File: src/rtl/frame_fifo_pkg.sv
// rtl/frame_fifo_pkg.sv - shared constants and write FSM state type for the frame FIFO controller
//
// Contents:
//   DEPTH, ADDR_W, CNT_W   default buffer geometry and drop counter width
//   LAST_BIT, DATA_MSB     field positions inside a 9-bit {last, data} RAM word
//   wr_state_t             ingress FSM state encoding
package frame_fifo_pkg;

    localparam int DEPTH    = 1024;
    localparam int ADDR_W   = 10;
    localparam int CNT_W    = 16;
    localparam int LAST_BIT = 8;
    localparam int DATA_MSB = 7;

    typedef enum logic [1:0] {
        WR_IDLE    = 2'd0,
        WR_RECV    = 2'd1,
        WR_DISCARD = 2'd2
    } wr_state_t;

endpackage

File: src/rtl/frame_fifo_out_buf.sv
// rtl/frame_fifo_out_buf.sv - 2-entry egress skid buffer fed by the frame RAM read port
//
// Ports:
//   clock, reset_n      clock and asynchronous active-low reset
//   issue               a RAM read is sampled on this edge; its data arrives next cycle
//   rd_data[8:0]        RAM read data {last, data}
//   credit              another read may be issued this cycle without overflowing
//   m_data, m_last      head entry of the buffer
//   m_valid, m_ready    egress handshake
module frame_fifo_out_buf
    import frame_fifo_pkg::*;
(
    input  logic       clock,
    input  logic       reset_n,
    input  logic       issue,
    input  logic [8:0] rd_data,
    output logic       credit,
    output logic [7:0] m_data,
    output logic       m_last,
    output logic       m_valid,
    input  logic       m_ready
);

    logic [8:0] ent0;
    logic [8:0] ent1;
    logic [1:0] count;
    logic       inflight;
    logic       pop;
    logic       push;
    logic [2:0] level;

    assign m_valid = (count != 2'd0);
    assign m_data  = ent0[DATA_MSB:0];
    assign m_last  = ent0[LAST_BIT];
    assign pop     = m_valid & m_ready;
    assign push    = inflight;

    // Occupancy after this cycle's pop plus the read already travelling
    // through the RAM; counting the pop keeps reads back-to-back while the
    // consumer drains one byte per clock.
    assign level  = {1'b0, count} + {2'b00, inflight} - {2'b00, pop};
    assign credit = (level < 3'd2);

    always_ff @(posedge clock or negedge reset_n) begin
        if (!reset_n) begin
            ent0     <= '0;
            ent1     <= '0;
            count    <= 2'd0;
            inflight <= 1'b0;
        end else begin
            inflight <= issue;
            if (push && pop) begin
                if (count == 2'd2) begin
                    ent0 <= ent1;
                    ent1 <= rd_data;
                end else begin
                    ent0 <= rd_data;
                end
            end else if (push) begin
                if (count == 2'd0) begin
                    ent0 <= rd_data;
                end else begin
                    ent1 <= rd_data;
                end
                count <= count + 2'd1;
            end else if (pop) begin
                ent0  <= ent1;
                count <= count - 2'd1;
            end
        end
    end

endmodule

File: src/rtl/frame_fifo_controller.sv
// rtl/frame_fifo_controller.sv - store-and-forward frame FIFO controller for an external 1024x9 RAM
//
// Ports:
//   clock, reset_n                    clock and asynchronous active-low reset
//   s_data, s_valid, s_last, s_error  ingress byte stream (no backpressure)
//   ram_wd, ram_waddr, ram_wen        RAM write port, {last, data} words
//   ram_raddr, ram_ren, ram_rd        RAM read port, data one cycle after the sampling edge
//   m_data, m_valid, m_last, m_ready  egress stream of committed frames
//   frame_count                       committed frames not yet fully read out
//   drop_count, drop_pulse            dropped frame counter (saturating) and per-drop pulse
module frame_fifo_controller
    import frame_fifo_pkg::*;
#(
    parameter int DEPTH  = frame_fifo_pkg::DEPTH,
    parameter int ADDR_W = frame_fifo_pkg::ADDR_W,
    parameter int CNT_W  = frame_fifo_pkg::CNT_W
) (
    input  logic              clock,
    input  logic              reset_n,
    input  logic [7:0]        s_data,
    input  logic              s_valid,
    input  logic              s_last,
    input  logic              s_error,
    output logic [8:0]        ram_wd,
    output logic [ADDR_W-1:0] ram_waddr,
    output logic              ram_wen,
    output logic [ADDR_W-1:0] ram_raddr,
    output logic              ram_ren,
    input  logic [8:0]        ram_rd,
    output logic [7:0]        m_data,
    output logic              m_valid,
    output logic              m_last,
    input  logic              m_ready,
    output logic [ADDR_W:0]   frame_count,
    output logic [CNT_W-1:0]  drop_count,
    output logic              drop_pulse
);

    localparam logic [ADDR_W:0]  FULL_LVL = (ADDR_W + 1)'(DEPTH);
    localparam logic [ADDR_W:0]  PTR_ONE  = {{ADDR_W{1'b0}}, 1'b1};
    localparam logic [CNT_W-1:0] DROP_ONE = {{(CNT_W - 1){1'b0}}, 1'b1};

    wr_state_t       state;
    wr_state_t       state_next;

    logic [ADDR_W:0] wr_ptr;
    logic [ADDR_W:0] frame_start;
    logic [ADDR_W:0] commit_ptr;
    logic [ADDR_W:0] rd_ptr;
    logic            commit_pend;

    logic            full;
    logic            do_write;
    logic            good_last;
    logic            rollback;
    logic            drop_evt;

    logic            credit;
    logic            last_pop;

    // wr_ptr already counts the byte sitting in the write register, so
    // the in-flight write is part of the occupancy seen here.
    assign full = ((wr_ptr - rd_ptr) == FULL_LVL);

    always_comb begin
        state_next = state;
        do_write   = 1'b0;
        good_last  = 1'b0;
        rollback   = 1'b0;
        drop_evt   = 1'b0;
        if (s_valid) begin
            case (state)
                WR_IDLE, WR_RECV: begin
                    if (s_last && s_error) begin
                        rollback   = 1'b1;
                        drop_evt   = 1'b1;
                        state_next = WR_IDLE;
                    end else if (full) begin
                        rollback   = 1'b1;
                        drop_evt   = 1'b1;
                        state_next = s_last ? WR_IDLE : WR_DISCARD;
                    end else begin
                        do_write = 1'b1;
                        if (s_last) begin
                            good_last  = 1'b1;
                            state_next = WR_IDLE;
                        end else begin
                            state_next = WR_RECV;
                        end
                    end
                end
                WR_DISCARD: begin
                    if (s_last) begin
                        state_next = WR_IDLE;
                    end
                end
                default: state_next = WR_IDLE;
            endcase
        end
    end

    // frame_start tracks the committed end as soon as a good last byte is
    // accepted, so a rollback on the very next cycle lands in the right place.
    // commit_ptr is its one-edge-delayed copy and only becomes visible to the
    // read side on the edge the last byte is written into the RAM.
    always_ff @(posedge clock or negedge reset_n) begin
        if (!reset_n) begin
            state       <= WR_IDLE;
            wr_ptr      <= '0;
            frame_start <= '0;
            commit_ptr  <= '0;
            commit_pend <= 1'b0;
            ram_wd      <= '0;
            ram_waddr   <= '0;
            ram_wen     <= 1'b0;
            drop_pulse  <= 1'b0;
            drop_count  <= '0;
        end else begin
            state       <= state_next;
            ram_wen     <= do_write;
            commit_ptr  <= frame_start;
            commit_pend <= good_last;
            drop_pulse  <= drop_evt;
            if (do_write) begin
                ram_wd[LAST_BIT]     <= s_last;
                ram_wd[DATA_MSB:0]   <= s_data;
                ram_waddr            <= wr_ptr[ADDR_W-1:0];
            end
            if (rollback) begin
                wr_ptr <= frame_start;
            end else if (do_write) begin
                wr_ptr <= wr_ptr + PTR_ONE;
            end
            if (good_last) begin
                frame_start <= wr_ptr + PTR_ONE;
            end
            if (drop_evt && (drop_count != {CNT_W{1'b1}})) begin
                drop_count <= drop_count + DROP_ONE;
            end
        end
    end

    assign ram_ren   = (rd_ptr != commit_ptr) && credit;
    assign ram_raddr = rd_ptr[ADDR_W-1:0];
    assign last_pop  = m_valid && m_ready && m_last;

    always_ff @(posedge clock or negedge reset_n) begin
        if (!reset_n) begin
            rd_ptr      <= '0;
            frame_count <= '0;
        end else begin
            if (ram_ren) begin
                rd_ptr <= rd_ptr + PTR_ONE;
            end
            if (commit_pend && !last_pop) begin
                frame_count <= frame_count + PTR_ONE;
            end else if (!commit_pend && last_pop) begin
                frame_count <= frame_count - PTR_ONE;
            end
        end
    end

    frame_fifo_out_buf u_out_buf (
        .clock   (clock),
        .reset_n (reset_n),
        .issue   (ram_ren),
        .rd_data (ram_rd),
        .credit  (credit),
        .m_data  (m_data),
        .m_last  (m_last),
        .m_valid (m_valid),
        .m_ready (m_ready)
    );

endmodule
File: config.mk
export PLATFORM = sky130hd
export DESIGN_NAME = frame_fifo_controller
export DESIGN_NICKNAME = d
export VERILOG_FILES = /design/src/rtl/frame_fifo_pkg.sv /design/src/rtl/frame_fifo_out_buf.sv /design/src/rtl/frame_fifo_controller.sv
export SDC_FILE = /design/constraint.sdc
export NUM_CORES = 1
export LEC_CHECK = 0
export CAP_MARGIN = 20
export CORE_MARGIN = 2
export CORE_UTILIZATION = 29
export DETAILED_ROUTE_END_ITERATION = 10
export GPL_TIMING_DRIVEN = 0
export HOLD_SLACK_MARGIN = 0.02
export PLACE_DENSITY = 0.46
export SETUP_SLACK_MARGIN = 0.02
export SLEW_MARGIN = 20
export SYNTH_ARGS = -nofsm -noshare
export SYNTH_HDL_FRONTEND = slang
export SYNTH_SLANG_ARGS = --single-unit
export TNS_END_PERCENT = 5
File: constraint.sdc
create_clock -name clock -period 3.2 [get_ports clock]
set_input_delay 0.64 -clock clock [delete_from_list [all_inputs] [get_ports clock]]
set_output_delay 0.64 -clock clock [all_outputs]
set_load 0.05 [all_outputs]
Word level (Yosys, flattened, before mapping). Index checks and enable logic that the tools add are counted.

Output and inout port bits: 69. Bits in registers: 116. Input bits: 23. Word-level logic and storage cells: 96.

Muxes and demuxes: 34. Add/subtract/negate cells: 10. Bitwise operators: 2. Equality and inequality tests: 10. Magnitude comparators: 1. Reductions and logical operators: 23.

Operators with widths (count): $mux W9 (9); $mux W11 (4); $add A11 B1 Y11 const B (3); $add A16 B1 Y16 const B (1); $ne A16 B16 Y1 const B (1); $mux W1 (14); $mux W2 (6); $eq A11 B11 Y1 const B (1); $ne A11 B11 Y1 (1); $sub A11 B1 Y11 const B (1); $sub A11 B11 Y11 (1); $reduce_bool A2 Y1 (5); $logic_and A1 B1 Y1 (8); $reduce_and A2 Y1 (3); $eq A2 B2 Y1 const B (2); $logic_not A2 Y1 (2); $ne A2 B2 Y1 const B (2); $pmux W2 S2 (1); $add A2 B1 Y3 (1); $lt A3 B2 Y1 const B (1); $ne A3 B3 Y1 const B (1); $reduce_and A3 Y1 (1); $reduce_bool A3 Y1 (1); $sub A3 B1 Y3 (1); other kinds (8) (9).

Longest topological paths before layout.
Depth after elaboration: 8. Mapped depth: 15. Mapped depth without buffers: 14.

By module. From an unflattened synthesis, not the netlist that was laid out.

Cells, all modules: 571. Area, all modules: 6352.3 sq um.

By module, submodules not included: frame_fifo_controller (cells each 476, instances 1, area an instance 5161.2 sq um, seq. area each 2377.3 sq um); frame_fifo_out_buf (cells each 95, instances 1, area an instance 1191.1 sq um, seq. area each 525.5 sq um).

Worst setup path before layout. No wires, ideal clock.

Path type: input-to-reg. Start point: input port m_ready. End point: register rd_ptr[9]. Path buffers: 0. Data required time: 3.120 ns. Library setup time: 0.080 ns. Cell stages on the path: 10. Arrival: 3.632 ns. Setup slack: -0.512 ns. Path through: nor2b_1 -> ha_1 -> nand2b_1 -> fa_1 -> xnor2_1 -> nand2_1 -> a31oi_1 -> nand4_1 -> nor4_1 -> xnor2_1.

Longest elaborated chain between the ends: 4.

RTL lines: start, declared (RTL line frame_fifo_controller.sv:33) `input logic m_ready,`; $and A1 B1 Y1 (RTL line frame_fifo_out_buf.sv:35) `assign pop = m_valid & m_ready;`; $sub A3 B1 Y3 (RTL line frame_fifo_out_buf.sv:41) `assign level = {1'b0, count} + {2'b00, inflight} - {2'b00, pop};`; $lt A3 B2 Y1 (RTL line frame_fifo_out_buf.sv:42) `assign credit = (level < 3'd2);`; $logic_and A1 B1 Y1 (RTL line frame_fifo_controller.sv:143) `assign ram_ren = (rd_ptr != commit_ptr) && credit;`; via ram_ren (RTL line frame_fifo_controller.sv:28) `output logic ram_ren,`; end signal, assigned (RTL line frame_fifo_controller.sv:153) `rd_ptr <= rd_ptr + PTR_ONE;`; end, declared (RTL line frame_fifo_controller.sv:49) `logic [ADDR_W:0] rd_ptr;`.

The timed path passes the listed nets, and every way through them passes these cells. A chain may end at the register's enable or synchronous reset.

Final worst setup path.
Start point: register u_out_buf.count[0]. End point: output port ram_ren.

Longest elaborated chain between the ends: 5. Elaborated cells on any way between the ends: 6. Classes of those cells: add/sub: 2; order compare: 1; bitwise: 1; reduce/logical: 2.

RTL lines: start, declared (RTL line frame_fifo_out_buf.sv:26) `logic [1:0] count;`; start signal, assigned (RTL line frame_fifo_out_buf.sv:65) `count <= count + 2'd1;`; start signal, assigned (RTL line frame_fifo_out_buf.sv:68) `count <= count - 2'd1;`; parallel branches: the longest is 2 deep, another holds $add A2 B1 Y3; $sub A3 B1 Y3 * (RTL line frame_fifo_out_buf.sv:41); $lt A3 B2 Y1 * (RTL line frame_fifo_out_buf.sv:42); $logic_and A1 B1 Y1 * (RTL line frame_fifo_controller.sv:143); end, declared (RTL line frame_fifo_controller.sv:28).

Mark *: on every way between the ends.

==> results.yml <==
sta:
  fin_ws_ns: 0.130
  tns_ns: 0
  fmax_mhz: 326
  finalSetupViolations: 0
  skew_ns: 0.0150
  period_share_pct: 95.9
  worst_slew_pin_slew_ns: 0.771
  relSlewSlack_pct: 48.5
  hold_viol: 0
  grt_setup_unrepaired: "true"
  fin_hold_ws_ns: 0.210
  layout_min_cycle_time_ns: 3.07
  drv_slew: 0
setup_path:
  path_max_fanout: 5
  timing.rr.end: "drop_count[12]"
  cp_data_arrival_time_ns: 2.43
  reg2reg_slack_ns: 0.14
  critPathRequiredTime_ns: 2.56
  cp_slowest_cell: "dfrtp_2"
  rr_worst_depth: 11
  crit_path_start_kind: "flip-flop"
  crit_chain: "nor2_4, nor2b_4, ha_4, nand2b_4, fa_2, xnor2_2, nand2_2, a31oi_4, buf_8"
  worstSetupPathType: "flip-flop to output pin"
  path_delay_family: "adder cells"
  max_stage_delay_ns: 0.45
  crit_buf_inv: 1
  worstReg2RegStart: "rd_ptr[7]"
  end_kind: "output pin"
run_status:
  outcome: "finished clean"
routing:
  drcViolationCount: 0
  wire_per_inst_um: 15.4
  post_drt_via_cell_ratio: 4.74
  drtIter0Drc: 194
  ant_nets: 0
  via_count: 4688
  routed_wl_mm: 15.2
  drt_pass1_iterations: 4
global_route:
  grtUsageTotal_pct: 14.0
  antenna_found_initial: 0
  grt_max_degree: 63
  grt_pass1_vias: 4737
  grt_pass1_wl_mm: 24.3
  grt.overflow.total: 0
yosys:
  syn_inst: 566
  synth-seq-cells: 116
  syn_avg_cell_area_um2: 11.0
  synth_nets: 616
  synth_edf_count: 0
  async_flop_share_pct: 100
  synthFlopType: "dfrtp_1"
  netlist_area_mm2: 0.00621
  ys_seq_area_share_pct: 46.7
  yosys_warnings: 0
  yosysUniqueCellTypes: 59
power:
  pwr-share-seq_pct: 27.5
  internal-power_w: 0.00529
  comb_power_share_pct: 50.8
  p_sw_w: 0.00387
  ir_worst_vdd_mv: 0.546
  clkPwrFrac_pct: 21.7
  power.density_mw_per_mm2: 1080
  power_w: 0.00916
  p_leak_nw: 3.66
  sw_frac_of_total_pct: 42.2
placement:
  port_buffers: 91
  placed_cells: 933
  gp_congestion: 0.813
  hpwl_mm: 10.6
  dpl_worst_slack_ns: -1.08
floorplan:
  core.rowCount: 53
  die_x_um: 150
  io_pins: 92
  die_area_mm2: 0.0226
  coreArea_mm2: 0.0210
  chipHeight_um: 150
  start_util_pct: 29.6
clocking:
  cts.clk_slew.worst_paths_ns: 0.07
  cts_root_buf: "clkbuf_16"
  cts_inserted_buffers: 17
  cts_tree: "yes"
  clkSinkCount: 116
  htreeDepth: 4
  clk_latency_ns: 0.42
  clock_path_buffers: 2
layout:
  drive_gt1_share_pct: 23.4
  syn_to_final_growth_pct: 36.9
  fin_cells: 988
  fin_nets: 750
  final_common_cell: "dfrtp_1"
  diodes: 0
  final_cell_mix: "dfrtp_1 (107), clkdlybuf4s50_1 (88), nand2_1 (48)"
job:
  max_cap_viol_count: 0
worst_hold_path:
  hold_class: "input pin to asynchronous set/reset pin"
-- cell usage after synthesis, drive strengths merged (2+ instances only) --
master	count	share of area, %
dfrtp	116	47
nand2	51	3.2
mux2	43	9.4
xnor2	38	5.4
o21ai	27	2.2
ha	25	5.0
xor2	23	3.2
inv	22	1.3
nor2	22	1.3
buf	20	2.5
nand3	19	1.5
a21oi	18	1.6
nand4	16	1.6
mux2i	14	2.3
nor3	14	1.1
clkbuf	11	0.68
and3	9	0.91
nor2b	7	0.70
a31oi	6	0.60
nor4	6	0.60
a211o	5	0.70
nand2b	5	0.50
o21bai	5	0.60
a211oi	4	0.48
a21o	4	0.48
a2bb2oi	3	0.42
o21a	3	0.36
o22ai	3	0.30
or3	3	0.30
fa	2	0.64
nor3b	2	0.32
o2111ai	2	0.28
o211ai	2	0.24
o311ai	2	0.28
o31ai	2	0.24
-- layout make-up --
type | count | area (um2)
fillers | 1998 | 12500
multi-input cells | 397 | 3180
flip-flops and latches | 116 | 2910
repair buffers | 118 | 1170
clock buffers | 18 | 439
well taps | 275 | 344
plain buffers | 28 | 193
clock inverters | 14 | 176
inverters | 22 | 82.6
-- metal layers --
metal,track usage (%),routed length (um),up-vias
li1,-,-,2273
met1,18.3,7050,2257
met2,22.3,7160,135
met3,3.48,768,23
met4,5.33,264,0
met5,0,0,-
-- sequential cells by signal, indices dropped and copies added (netlist names) --
signal              cells
drop_count             16
ram_waddr              10
commit_pend             1
u_out_buf.inflight      1
rd_ptr                 11
ram_wd                  9
u_out_buf.count         2
commit_ptr             11
drop_pulse              1
frame_count            11
state                   2
u_out_buf.ent0          9
wr_ptr                 11
frame_start            11
u_out_buf.ent1          9
ram_wen                 1
-- power groups by stage --
stage | clock network, W | registers [W] | logic [W]
3_3_place_gp | 0 | 0.00252 | 0.00420
3_5_place_dp | 0 | 0.00253 | 0.00428
2_1_floorplan | 0 | 0.00317 | 0.00239
5_1_grt | 0.00211 | 0.00261 | 0.00505
6_report | 0.00199 | 0.00252 | 0.00465
4_1_cts | 0.00204 | 0.00253 | 0.00440
-- how the worst max path moves through the flow --
stage	startpoint	endpoint	slack [ns]	cells after the start
3_5_place_dp	m_ready	ram_ren	-1.08	9
6_report	u_out_buf.count[0]	ram_ren	0.13	9
5_1_grt	rd_ptr[8]	drop_count[12]	-0.001	11
2_1_floorplan	m_ready	rd_ptr[10]	0.17	11
3_3_place_gp	reset_n	drop_count[11]	-3.39	1
4_1_cts	m_ready	ram_ren	-0.04	8
-- per-stage QoR --
| stage | area [um2] | utilization (%) |
|---|---|---|
| 2_1_floorplan | 6230 | - |
| 3_3_place_gp | 7480 | 35.6 |
| 3_5_place_dp | 7520 | 35.8 |
| 4_1_cts | 8210 | 39.1 |
| 5_1_grt | 8500 | 40.5 |
| 6_report | 8500 | 40.5 |
-- kinds of logic after synthesis --
group	share of synthesized area [%]
simple gates	12.6
flops	46.7
compound gates	10.2
xor+xnor	8.60
mux	11.7
buf+inv	4.55
fa+ha+maj	5.68
-- worst reg2reg max path: stages (launching register included) --
cell and delay, ns:
dfrtp_1 0.41, inv_2 0.11, ha_4 0.24, a21o_4 0.24
and3b_2 0.22, nor4_4 0.30, o2111ai_2 0.15, a2111o_2 0.54
nand2_4 0.16, buf_8 0.14, nand4_1 0.11, mux2_4 0.31
-- timing repair --
item                       in CTS  in global routing
hold endpoints to repair        0                  0
setup endpoints to repair      54                 60
hold buffers                    0                  0
resized for setup              21                 33
setup buffers                   3                 22
gates cloned                    0                  1
pin swaps                       4                 11
No activity file was read; power rests on OpenSTA's default activity.
